[src/rtl/rptr_empty_ctrl.sv]
// Read-domain pointer and flag controller for an asynchronous FIFO.
// Exports the Gray read pointer and derives empty/occupancy from the synced write pointer.
module rptr_empty_ctrl #(
  parameter int width    = 4,
  parameter int AE_LEVEL = 2
) (
  input  logic             clk,
  input  logic             reset,
  input  logic [width:0]   wptr_sync,
  input  logic             r_en,
  output logic [width:0]   rptr,
  output logic [width-1:0] r_addr,
  output logic             empty,
  output logic             almost_empty,
  output logic [width:0]   rd_count,
  output logic             rd_valid,
  output logic             underflow
);

  logic [width:0] rbin_q, rbin_d;
  logic [width:0] rgray_q, rgray_d;
  logic [width:0] cnt_q, cnt_d;
  logic           empty_q, empty_d;
  logic           ae_q, ae_d;
  logic           valid_q, valid_d;
  logic           uf_q, uf_d;
  logic           rd_acc;
  logic [width:0] wbin;
  logic [width:0] occ;

  always_comb begin
    rd_acc  = r_en & ~empty_q;
    rbin_d  = rbin_q + (width+1)'(rd_acc);
    rgray_d = (rbin_d >> 1) ^ rbin_d;
    wbin    = '0;
    // Each binary bit is the XOR of its Gray bit and all bits above it
    for (int i = 0; i <= width; i++) begin
      wbin[i] = ^(wptr_sync >> i);
    end
    occ     = wbin - rbin_d;
    empty_d = (rgray_d == wptr_sync);
    cnt_d   = occ;
    ae_d    = (32'(occ) <= AE_LEVEL);
    valid_d = rd_acc;
    uf_d    = uf_q | (r_en & empty_q);
  end

  always_ff @(posedge clk) begin
    if (reset) begin
      rbin_q  <= '0;
      rgray_q <= '0;
      cnt_q   <= '0;
      empty_q <= 1'b1;
      ae_q    <= 1'b1;
      valid_q <= 1'b0;
      uf_q    <= 1'b0;
    end else begin
      rbin_q  <= rbin_d;
      rgray_q <= rgray_d;
      cnt_q   <= cnt_d;
      empty_q <= empty_d;
      ae_q    <= ae_d;
      valid_q <= valid_d;
      uf_q    <= uf_d;
    end
  end

  assign rptr         = rgray_q;
  assign r_addr       = rbin_q[width-1:0];
  assign empty        = empty_q;
  assign almost_empty = ae_q;
  assign rd_count     = cnt_q;
  assign rd_valid     = valid_q;
  assign underflow    = uf_q;

endmodule

[config.mk]
export PLATFORM = sky130hd
export DESIGN_NAME = rptr_empty_ctrl
export DESIGN_NICKNAME = d
export VERILOG_FILES = /design/src/rtl/rptr_empty_ctrl.sv
export SDC_FILE = /design/constraint.sdc
export NUM_CORES = 1
export LEC_CHECK = 0
export CAP_MARGIN = 10
export CORE_MARGIN = 2
export CORE_UTILIZATION = 45
export CTS_CLUSTER_DIAMETER = 50
export DETAILED_ROUTE_END_ITERATION = 10
export PLACE_DENSITY = 0.71
export SLEW_MARGIN = 20
export SYNTH_ARGS = -nofsm -noshare
export SYNTH_HDL_FRONTEND = slang
export SYNTH_SLANG_ARGS = --single-unit
[constraint.sdc]
create_clock -name clk -period 3.8 [get_ports clk]
set_input_delay 0.76 -clock clk [delete_from_list [all_inputs] [get_ports clk]]
set_output_delay 0.76 -clock clk [all_outputs]
set_load 0.03 [all_outputs]
==> run metrics, run 1 <==
grt ovf=0; Clock Latency Late Sink=0.29 ns; final setup TNS=0 ns; VDD IR-drop max=approximately 0.24 mV; Core Footprint=between 0.002 and 0.0025 sq mm; Cells after Synth=roughly 110; clock-pin slew on the worst setup and hold paths=0.10 ns; RSZ-0062 raised after global routing=no; reg2reg end=almost_empty; via total after detailed routing=around 820; CTS Root Cell=clkbuf_4; Hold-fix buffers, CTS=0; cell chain of the critical path=clkdlybuf4s50_1 > xor2_2 > xnor2_1 > xnor2_1 > ha_1 > inv_1 > ha_1 > o211a_1 > a211o_1 > a22o_1 > a2111oi_4; die area=roughly 0.0026 sq mm; Setup crit start kind=primary input; Final Max Tran Viols=0; antenna cells=0; Post-Synth Simple-Gate Area=around 14%; cell with the largest stage delay on the worst path=clkdlybuf4s50_1; vias in the first global route=~770; multiplexer area fraction after synthesis=less than 1%; post-synthesis compound-gate area fraction=between 10% and 20%; TritonCTS clock tree=yes; critical path required time=between 4 and 5 ns; drt pass-1 iters=4; Hold Crit Endpoint=underflow; Reg2Reg Setup Slack=1.21 ns; Synth Warn #=0; Post-DP HPWL=between 1.5 and 2 mm; Slew headroom=between 50% and 60%; Synth Register Bits=18; sequential fraction of the synthesis area=approximately 36%; status=finished, final reports clean; # resized after CTS=0; Worst Skew=around 0.0024 ns; Avg Inst Size Synth=just over 9 sq um; CP Class=in2reg; Max clock buf depth=2; worst-path fanout max=5; CP bufs+invs=2; main combinational cell family by area after synthesis=XOR/XNOR gates; area grow syn2layout=32.9%; delay-heaviest family, CP=compound AO/OA/AOI/OAI gates; drc violations=0; Max Fclk=approximately 290 MHz; # setup viols final=0; worst slew pin tran=around 0.64 ns; # nets final=150; Die Span Y=between 50 and 60 microns; HP Start=underflow; Synth Net Count=between 100 and 150; initial antenna violation count=0; CTS sink cnt=18; GP Congestion=approximately 0.76; synthesized area=approximately 0.0010 sq mm; Hold Path Stages=2; largest net degree at the start of global routing=19; Reg2Reg Launch Point=empty; vias per cell=~5.0; layout cells sized above 1=between 10 and 15%; row cnt=17; DR iter-0 viols=15; Top Ports=26; first-pass GRT wire length=between 3 and 4 mm; Arr. time, crit path=about 3.6 ns; Hold Vio Cnt, Final=0; ANT nets after route=0; Power Density=~410 mW/mm^2; Routed wire per std cell=approximately 12 microns; Adder-Cell Fraction of Synth Area=under 10%; Starting Density=between 40% and 50%; Num CTS Buffers=3; GRT Total Usage=between 10% and 20%; Final min period=3.43 ns; max-cap viol count=0; Detailed Route WL=around 2 mm; xor/xnor share of the synthesized area=21.5%; die width=just over 50 microns; Final Cycle Share=between 90% and 100%; CP Capture Type=flip-flop; post-CTS setup buffers=0; Worst path max stage delay=approximately 0.53 ns; Unique masters post-synth=35; final hold slack=~0.49 ns; IO Port Bufs=25; r2r worst-path depth=9; worst min path class=reg2reg; H-tree levels=1; leak pwr=between 0.5 and 0.6 nW
sequential cells by signal, summed over array words and instances, names as in the netlist:
register,flops
almost_empty,1
rd_count,5
rptr,4
rd_valid,1
underflow,1
empty,1
rbin_q,5
per-stage QoR:
| stage | total power, W | setup WS (ns) | cells | utilization (%) | cell area, sq um |
|---|---|---|---|---|---|
| 2_1_floorplan | 0.000364 | 0.711 | 108 | - | 1010 |
| 3_3_place_gp | 0.000426 | 0.197 | 160 | 60.1 | 1300 |
| 3_5_place_dp | 0.000430 | 0.0630 | 160 | 60.1 | 1300 |
| 4_1_cts | 0.000549 | 0.371 | 164 | 61.8 | 1340 |
| 5_1_grt | 0.000578 | 0.195 | 164 | 61.8 | 1340 |
| 6_report | 0.000544 | 0.367 | 164 | 61.8 | 1340 |
area by class of cell:
| cell class | instances | area (sq um) |
|---|---|---|
| clock buffer | 4 | 36.3 |
| fill | 208 | 830 |
| inverter | 5 | 18.8 |
| multi-input combinational | 80 | 609 |
| sequential | 18 | 360 |
| tap | 28 | 35.0 |
| timing repair buffer | 29 | 280 |
worst max-delay path by stage:
stage,start,end,slack [ns],depth (start not counted)
floorplan,wptr_sync[4],almost_empty,0.71,11
global placement,wptr_sync[3],almost_empty,0.20,11
detailed placement,wptr_sync[3],almost_empty,0.06,11
CTS,wptr_sync[3],almost_empty,0.37,11
global route,wptr_sync[3],almost_empty,0.19,11
finish,wptr_sync[3],almost_empty,0.37,11
worst register-to-register path: stages (launching register included):
cell and delay, ns:
dfxtp_1 0.36, nor2b_1 0.07, ha_1 0.22, ha_1 0.49, xnor2_1 0.12, ha_1 0.21
o211a_1 0.23, a211o_1 0.26, a22o_1 0.24, a2111oi_4 0.30
synthesized netlist by cell type (all sizes together):
cell type / number / area share, %
a221oi: 1 / 0.87
a21o: 3 / 2.4
a21bo: 1 / 0.99
a21oi: 2 / 0.99
nand3: 3 / 1.5
a2111oi: 1 / 2.7
a21boi: 1 / 0.74
xnor2: 19 / 17
clkbuf: 3 / 1.1
mux2i: 1 / 0.99
ha: 5 / 6.2
nand2: 1 / 0.37
inv: 5 / 1.9
a22o: 1 / 0.87
nand2b: 1 / 0.62
o211a: 1 / 0.99
nor2b: 4 / 2.5
nor2: 18 / 6.9
buf: 2 / 0.87
xor2: 4 / 4.2
a211oi: 2 / 1.5
and3: 1 / 0.62
nor3: 1 / 0.50
o21ba: 1 / 0.99
nand3b: 1 / 0.74
o221ai: 1 / 0.87
o21ai: 2 / 0.99
a211o: 1 / 0.87
dfxtp: 18 / 36
o211ai: 3 / 2.2
cell usage in the layout, fill, tap and decap left out, drive strengths merged:
cell and count:
a22o 1, o21ai 2, o221ai 1, o211a 1, nor3 1, xnor2 19, nand3b 1, clkdlybuf4s50 25
clkbuf 4, nand3 3, xor2 4, nor2 18, inv 5, nand2b 1, mux2i 1, a21boi 1
a21bo 1, a221oi 1, and3 1, a2111oi 1, a211o 1, o211ai 3, ha 5, buf 4
nor2b 4, nand2 1, dfxtp 18, a211oi 2, a21o 3, o21ba 1, a21oi 2
power breakdown:
part | leakage (nW) | internal (W) | switching, W | total, W
registers | 0.148 | 0.000209 | 0.00000582 | 0.000214
clock network | 0.0210 | 0.0000584 | 0.0000599 | 0.000118
logic | 0.357 | 0.0000962 | 0.000115 | 0.000211
total | 0.526 | 0.000363 | 0.000181 | 0.000544
layer usage:
metal / wire length, microns / track usage, %
met1: 911 / 22.0
met2: 957 / 29.2
met3: 102 / 4.09
met4: 33 / 6.58
met5: 0 / 0
logic make-up (layout without fill, tap and decap cells):
group / Yosys count / in the layout
flops: 18 / 18
xor+xnor: 23 / 23
mux: 1 / 1
fa+ha+maj: 5 / 5
compound gates: 21 / 21
simple gates: 30 / 30
buf+inv: 10 / 38
Power figures use the tool's default switching activity.
==> run 2, diff against run 1 <==
--- a/config.mk
+++ b/config.mk
@@ -7,11 +7,10 @@
 export LEC_CHECK = 0
 export CAP_MARGIN = 10
 export CORE_MARGIN = 2
-export CORE_UTILIZATION = 45
+export CORE_UTILIZATION = 47
 export CTS_CLUSTER_DIAMETER = 50
 export DETAILED_ROUTE_END_ITERATION = 10
-export PLACE_DENSITY = 0.71
-export SLEW_MARGIN = 20
+export PLACE_DENSITY = 0.77
 export SYNTH_ARGS = -nofsm -noshare
 export SYNTH_HDL_FRONTEND = slang
 export SYNTH_SLANG_ARGS = --single-unit
==> run metrics, run 2 (synthesis results as in run 1) <==
antenna cells=0 (unchanged); Max Fclk=294 MHz (+0.83%); CP Capture Type=flip-flop; CTS Root Cell=clkbuf_4; Core Footprint=0.00200 sq mm (-7.7%); clock power share=21.4% (-0.3 points); Starting Density=50.4% (+3.9 points); Num CTS Buffers=3 (unchanged); GP Congestion=0.814 (+7.1%); leak pwr=0.526 nW (unchanged); Worst Skew=0.00142 ns (-0.000935 ns); cell chain of the critical path=clkdlybuf4s50_1 > xor2_2 > xnor2_1 > xnor2_1 > ha_1 > inv_1 > ha_1 > o211a_1 > a211o_1 > a22o_1 > a2111oi_4; Post-DP HPWL=1.53 mm (-1.8%); critical path required time=4.00 ns (about the same); Routed wire per std cell=11.9 microns (-3.0%); Seq pwr share=39.8% (+0.4 points); Fillers=163 (-22%); # setup viols final=0 (unchanged); sw frac=32.7% (-0.49 points); layout cells sized above 1=11.0% (unchanged); Worst path depth=11 (unchanged); Final min period=3.40 ns (-0.0282 ns); worst slew pin tran=0.658 ns (+0.0168 ns); Slew headroom=56.0% (-1.1 points); grt ovf=0 (unchanged); area of the multi-input gates=609 sq um (unchanged); Max clock buf depth=2 (unchanged); H-tree levels=1 (unchanged); RSZ-0062 raised after global routing=no; GRT Total Usage=16.7% (-0.84 points); CP bufs+invs=2 (unchanged); # resized after CTS=0 (unchanged); status=finished, final reports clean; final setup TNS=0 ns (unchanged); clock-pin slew on the worst setup and hold paths=0.10 ns (about the same); worst setup path end=almost_empty; power share of the combinational group=38.8% (about the same); DP Area=0.00130 sq mm (about the same); CTS sink cnt=18 (unchanged); die width=50.3 microns (-2.0%); area grow syn2layout=32.8% (about the same); vias per cell=5.09 (+1.5%); Crit. Startpoint=wptr_sync[3]; via total after detailed routing=829 (+0.85%); IO Port Bufs=25 (unchanged); initial antenna violation count=0 (unchanged); Power Density=403 mW/mm^2 (-0.80%); final hold slack=0.473 ns (-0.0155 ns); drc violations=0 (unchanged); Top Ports=26 (unchanged); largest net degree at the start of global routing=19 (unchanged); die area=0.00253 sq mm (-3.9%); Final Max Tran Viols=0 (unchanged); Final Cycle Share=89.6% (-0.74 points); CP Class=in2reg; post-CTS setup buffers=0 (unchanged); Clock Latency Late Sink=0.29 ns (about the same); commonest non-fill, non-tap cells in the layout=clkdlybuf4s50_1, xnor2_1, dfxtp_1, nor2_1; Final Cell Area=0.00134 sq mm (about the same); Detailed Route WL=1.93 mm (-3.6%); max-cap viol count=0 (unchanged); first-pass GRT wire length=3.18 mm (-7.8%); Internal=0.000363 W (-0.17%); Hold-fix buffers, CTS=0 (unchanged); Final Util=66.9% (+5.1 points); drt pass-1 iters=5 (+1); worst-path fanout max=5 (unchanged); commonest non-fill, non-tap cell in the layout=clkdlybuf4s50_1; Arr. time, crit path=3.61 ns (-0.03 ns); VDD IR-drop max=0.223 mV (-6.6%); Seq. cell area=360 sq um (unchanged); TritonCTS clock tree=yes; # nets final=150 (unchanged); row cnt=16 (-1); vias in the first global route=748 (-2.2%); cell with the largest stage delay on the worst path=clkdlybuf4s50_1; worst min path class=reg2reg; Reg2Reg Launch Point=empty; Setup crit start kind=primary input; Hold Vio Cnt, Final=0 (unchanged); Worst path max stage delay=0.53 ns (about the same); ANT nets after route=0 (unchanged); r2r worst-path depth=9 (unchanged); Die Span Y=50.3 microns (-2.0%); Net Switching=0.000177 W (-2.4%); delay-heaviest family, CP=compound AO/OA/AOI/OAI gates; reg2reg end=almost_empty; DR iter-0 viols=10 (-5); Reg2Reg Setup Slack=1.19 ns (-0.02 ns)
## run 2: cell counts in the layout (fill, tap and decap cells not counted)
No cell type changed its count.
## run 2: layer usage
metal  GRT usage (%)  part of all wire, %
met1            20.9                   45
met4            9.46                  2.0
met2            27.2                   50
met5               0                    0
met3            2.68                  3.0
## run 2: cell type report
class | count | area share, %
Multi-Input combinational cell | 80 | 45.5
Sequential cell | 18 | 26.9
Timing Repair Buffer | 29 | 20.9
Clock buffer | 4 | 2.71
Tap cell | 27 | 2.52
Inverter | 5 | 1.40
## run 2: metrics by stage
stage               std cells  setup WS [ns]  total power (W)
CTS                       163          0.394         0.000547
finish                    163          0.396         0.000539
detailed placement        159         0.0810         0.000429
floorplan                 108          0.711         0.000364
global placement          159          0.201         0.000425
global route              163          0.202         0.000569
## run 2: how the worst min path moves through the flow
stage	startpoint	cells after the start	end
final	underflow	2	underflow
after CTS	underflow	2	underflow
after global placement	underflow	2	underflow
after floorplan	underflow	2	underflow
after global routing	underflow	2	underflow
after detailed placement	underflow	2	underflow
## run 2: worst reg2reg max path, cell delays in order (launching register included)
cell and delay, ns:
dfxtp_1 0.34, nor2b_1 0.17, ha_1 0.22, ha_1 0.36, xnor2_1 0.19, ha_1 0.21
o211a_1 0.22, a211o_1 0.26, a22o_1 0.25, a2111oi_4 0.30
## run 2: power groups by stage
stage | clock network [W] | registers [W] | logic, W
after floorplan | 0 | 0.000260 | 0.000104
after global placement | 0 | 0.000219 | 0.000206
final | 0.000116 | 0.000214 | 0.000209
after detailed placement | 0 | 0.000219 | 0.000210
after global routing | 0.000128 | 0.000216 | 0.000226
after CTS | 0.000121 | 0.000215 | 0.000211
==> run 3, diff against run 2 <==
--- a/config.mk
+++ b/config.mk
@@ -5,12 +5,14 @@
 export SDC_FILE = /design/constraint.sdc
 export NUM_CORES = 1
 export LEC_CHECK = 0
+export ABC_AREA = 1
 export CAP_MARGIN = 10
 export CORE_MARGIN = 2
-export CORE_UTILIZATION = 47
+export CORE_UTILIZATION = 48
 export CTS_CLUSTER_DIAMETER = 50
 export DETAILED_ROUTE_END_ITERATION = 10
-export PLACE_DENSITY = 0.77
+export PLACE_DENSITY = 0.78
+export RECOVER_POWER = 25
 export SYNTH_ARGS = -nofsm -noshare
 export SYNTH_HDL_FRONTEND = slang
 export SYNTH_SLANG_ARGS = --single-unit
==> run metrics, run 3 <==
status=finished, final reports clean; M1 WL=914 microns (+5.2%); Setup crit start kind=primary input; Power Total=0.000481 W (-11%); antenna cells=0 (unchanged); Power Density=356 mW/mm^2 (-12%); CP Class=in2reg; worst min path class=reg2reg; EDFF count, synth=0 (unchanged); CTS Root Cell=clkbuf_4; drc violations=0 (unchanged); area grow syn2layout=30.6%; commonest non-fill, non-tap cell in the layout=nand2_1; Area contributors post-synth=dfxtp_1, nand2_1, inv_1, ha_1, xor2_1; Worst path max stage delay=0.55 ns (+0.02 ns); commonest non-fill, non-tap cells in the layout=nand2_1, inv_1, clkdlybuf4s50_1, dfxtp_1, nor2_1; Final min period=2.96 ns (-0.447 ns); HP Start=empty; vias in the first global route=833 (+11%); initial antenna violation count=0 (unchanged); row cnt=16 (unchanged); most common cell in the synthesized netlist=nand2_1; metal2 WL=952 microns (-1.4%); post-synth top area cell=dfxtp_1; synthesized area=0.00104 sq mm (+2.7%); # resized after CTS=0 (unchanged); Reg2Reg Setup Slack=1.55 ns (+0.36 ns); worst setup path end=almost_empty; Reg2Reg Launch Point=empty; DR iter-0 viols=15 (+5); sequential fraction of the synthesis area=34.8% (-0.95 points); Final Max Tran Viols=0 (unchanged); first-pass GRT wire length=3.54 mm (+11%); H-tree levels=1 (unchanged); Slew headroom=68.8% (+13 points); Num CTS Buffers=3 (unchanged); Avg Inst Size Synth=6.95 sq um (-26%); Synth Register Bits=18 (unchanged); ANT nets after route=0 (unchanged); die width=50.5 microns (+0.27%); Unique masters post-synth=20 (-43%); layout cells sized above 1=11.9% (+0.83 points); Synth async-reset ratio=0% (unchanged); vias per cell=4.72 (-7.2%); reg2reg end=almost_empty; CTS sink cnt=18 (unchanged); Final Cycle Share=77.8% (-12 points); VDD IR-drop max=0.247 mV (+11%); # setup viols final=0 (unchanged); top cells by count, synth=nand2_1, inv_1, dfxtp_1; Synth top area share=34.8% (-0.95 points); Crit. Startpoint=r_en; r2r worst-path depth=16 (+7); die area=0.00255 sq mm (+0.54%); largest net degree at the start of global routing=15 (-4); Hold-fix buffers, CTS=0 (unchanged); routed length on met3=78 microns (+37%); final setup TNS=0 ns (unchanged); Die Span Y=50.5 microns (+0.27%); GRT Total Usage=18.3% (+1.6 points); Cells after Synth=149 (+38%); DR top layer=met4; Arr. time, crit path=3.15 ns (-0.46 ns); CP Capture Type=flip-flop; Clock Latency Late Sink=0.29 ns (about the same); Max clock buf depth=2 (unchanged); IO Port Bufs=25 (unchanged); Core Footprint=0.00200 sq mm (unchanged); cell with the largest stage delay on the worst path=dlygate4sd3_1; GP Congestion=0.830 (+2.1%); Top Ports=26 (unchanged); Max Fclk=338 MHz (+15%); Post-DP HPWL=1.66 mm (+8.1%); max-cap viol count=0 (unchanged); final hold slack=0.479 ns (+0.00615 ns); Fillers=190 (+17%); TritonCTS clock tree=yes; cell chain of the critical path=dlygate4sd3_1 > inv_1 > nor2_1 > ha_1 > ha_1 > inv_1 > nand3_2 > nand2_1 > inv_1 > ha_1 > inv_1 > nand2_2 > nand3_1 > nand2_1 > nand2_1 > nand2_1 > nor2_2 > nor2_2; Detailed Route WL=1.99 mm (+3.0%); Synth Net Count=162 (+34%); leak pwr=0.666 nW (+27%); drt pass-1 iters=4 (-1); critical path required time=3.99 ns (about the same); # nets final=191 (+27%); Routed wire per std cell=9.75 microns (-18%); grt ovf=0 (unchanged); via total after detailed routing=963 (+16%); Synth Warn #=0 (unchanged); worst slew pin tran=0.466 ns (-0.193 ns); Starting Density=51.8% (+1.4 points); clock-pin slew on the worst setup and hold paths=0.09 ns (about the same); post-CTS setup buffers=0 (unchanged); RSZ-0062 raised after global routing=no; worst-path fanout max=4 (-1); Hold Vio Cnt, Final=0 (unchanged); Worst Skew=0.00824 ns (+0.00682 ns); main flop type after synthesis=dfxtp_1
-- run 3: cell types whose count changed in the layout (fill, tap and decap cells not counted), moves of 8 or more --
cell / delta
nand3_1: +9
nand2_1: +43
xnor2_1: -15
inv_1: +14
nand2_2: +8
-- run 3: cell type report --
cell class	instances	area [sq um]	area share, %
inverters	22	82.6	6.11
flip-flops and latches	18	360	26.6
well taps	27	33.8	2.50
multi-input cells	108	589	43.6
clock buffers	4	36.3	2.68
repair buffers	25	250	18.5
-- run 3: cells by family after synthesis --
kind of cell | count (synthesis) | synth area share, %
adder cells (fa/ha/maj) | 5 | 6.04
XOR/XNOR | 11 | 10.0
AND/OR/NAND/NOR | 90 | 39.9
flip-flops | 18 | 34.8
buffers and inverters | 23 | 8.33
AO/OA/AOI/OAI | 2 | 0.966
-- run 3: metrics by stage --
stage	util, %	instance area (sq um)	setup WS (ns)	cells
finish	67.6	1350	0.843	204
global route	67.6	1350	0.679	204
floorplan	-	1040	1.32	149
CTS	67.6	1350	0.943	204
global placement	65.8	1320	0.684	200
detailed placement	65.8	1320	0.641	200
-- run 3: worst min-delay path by stage --
stage           endpoint  slack [ns]  depth (start not counted)
6_report        rd_valid        0.48                          1
5_1_grt        underflow        0.53                          2
4_1_cts         rd_valid        0.48                          1
3_5_place_dp    rd_valid        0.47                          1
3_3_place_gp   underflow        0.46                          2
2_1_floorplan  underflow        0.62                          2
-- run 3: routing by layer --
layer	GRT usage, %	vias to the layer above
met1	24.0	420
met2	29.2	23
li1	-	516
met3	1.79	4
met4	10.8	0
met5	0	-
-- run 3: worst max-delay path: cells and delay by family --
| kind | cells | cell delay (ns) |
|---|---|---|
| buffers and inverters | 5 | 0.89 |
| adders and majority gates | 3 | 0.76 |
| and+or+nand+nor | 10 | 0.74 |
-- run 3: report_power, final --
part / switching [W] / total, W / internal [W]
combinational: 0.0000934 / 0.000156 / 0.0000629
sequential: 0.00000456 / 0.000209 / 0.000204
clock: 0.0000575 / 0.000116 / 0.0000584
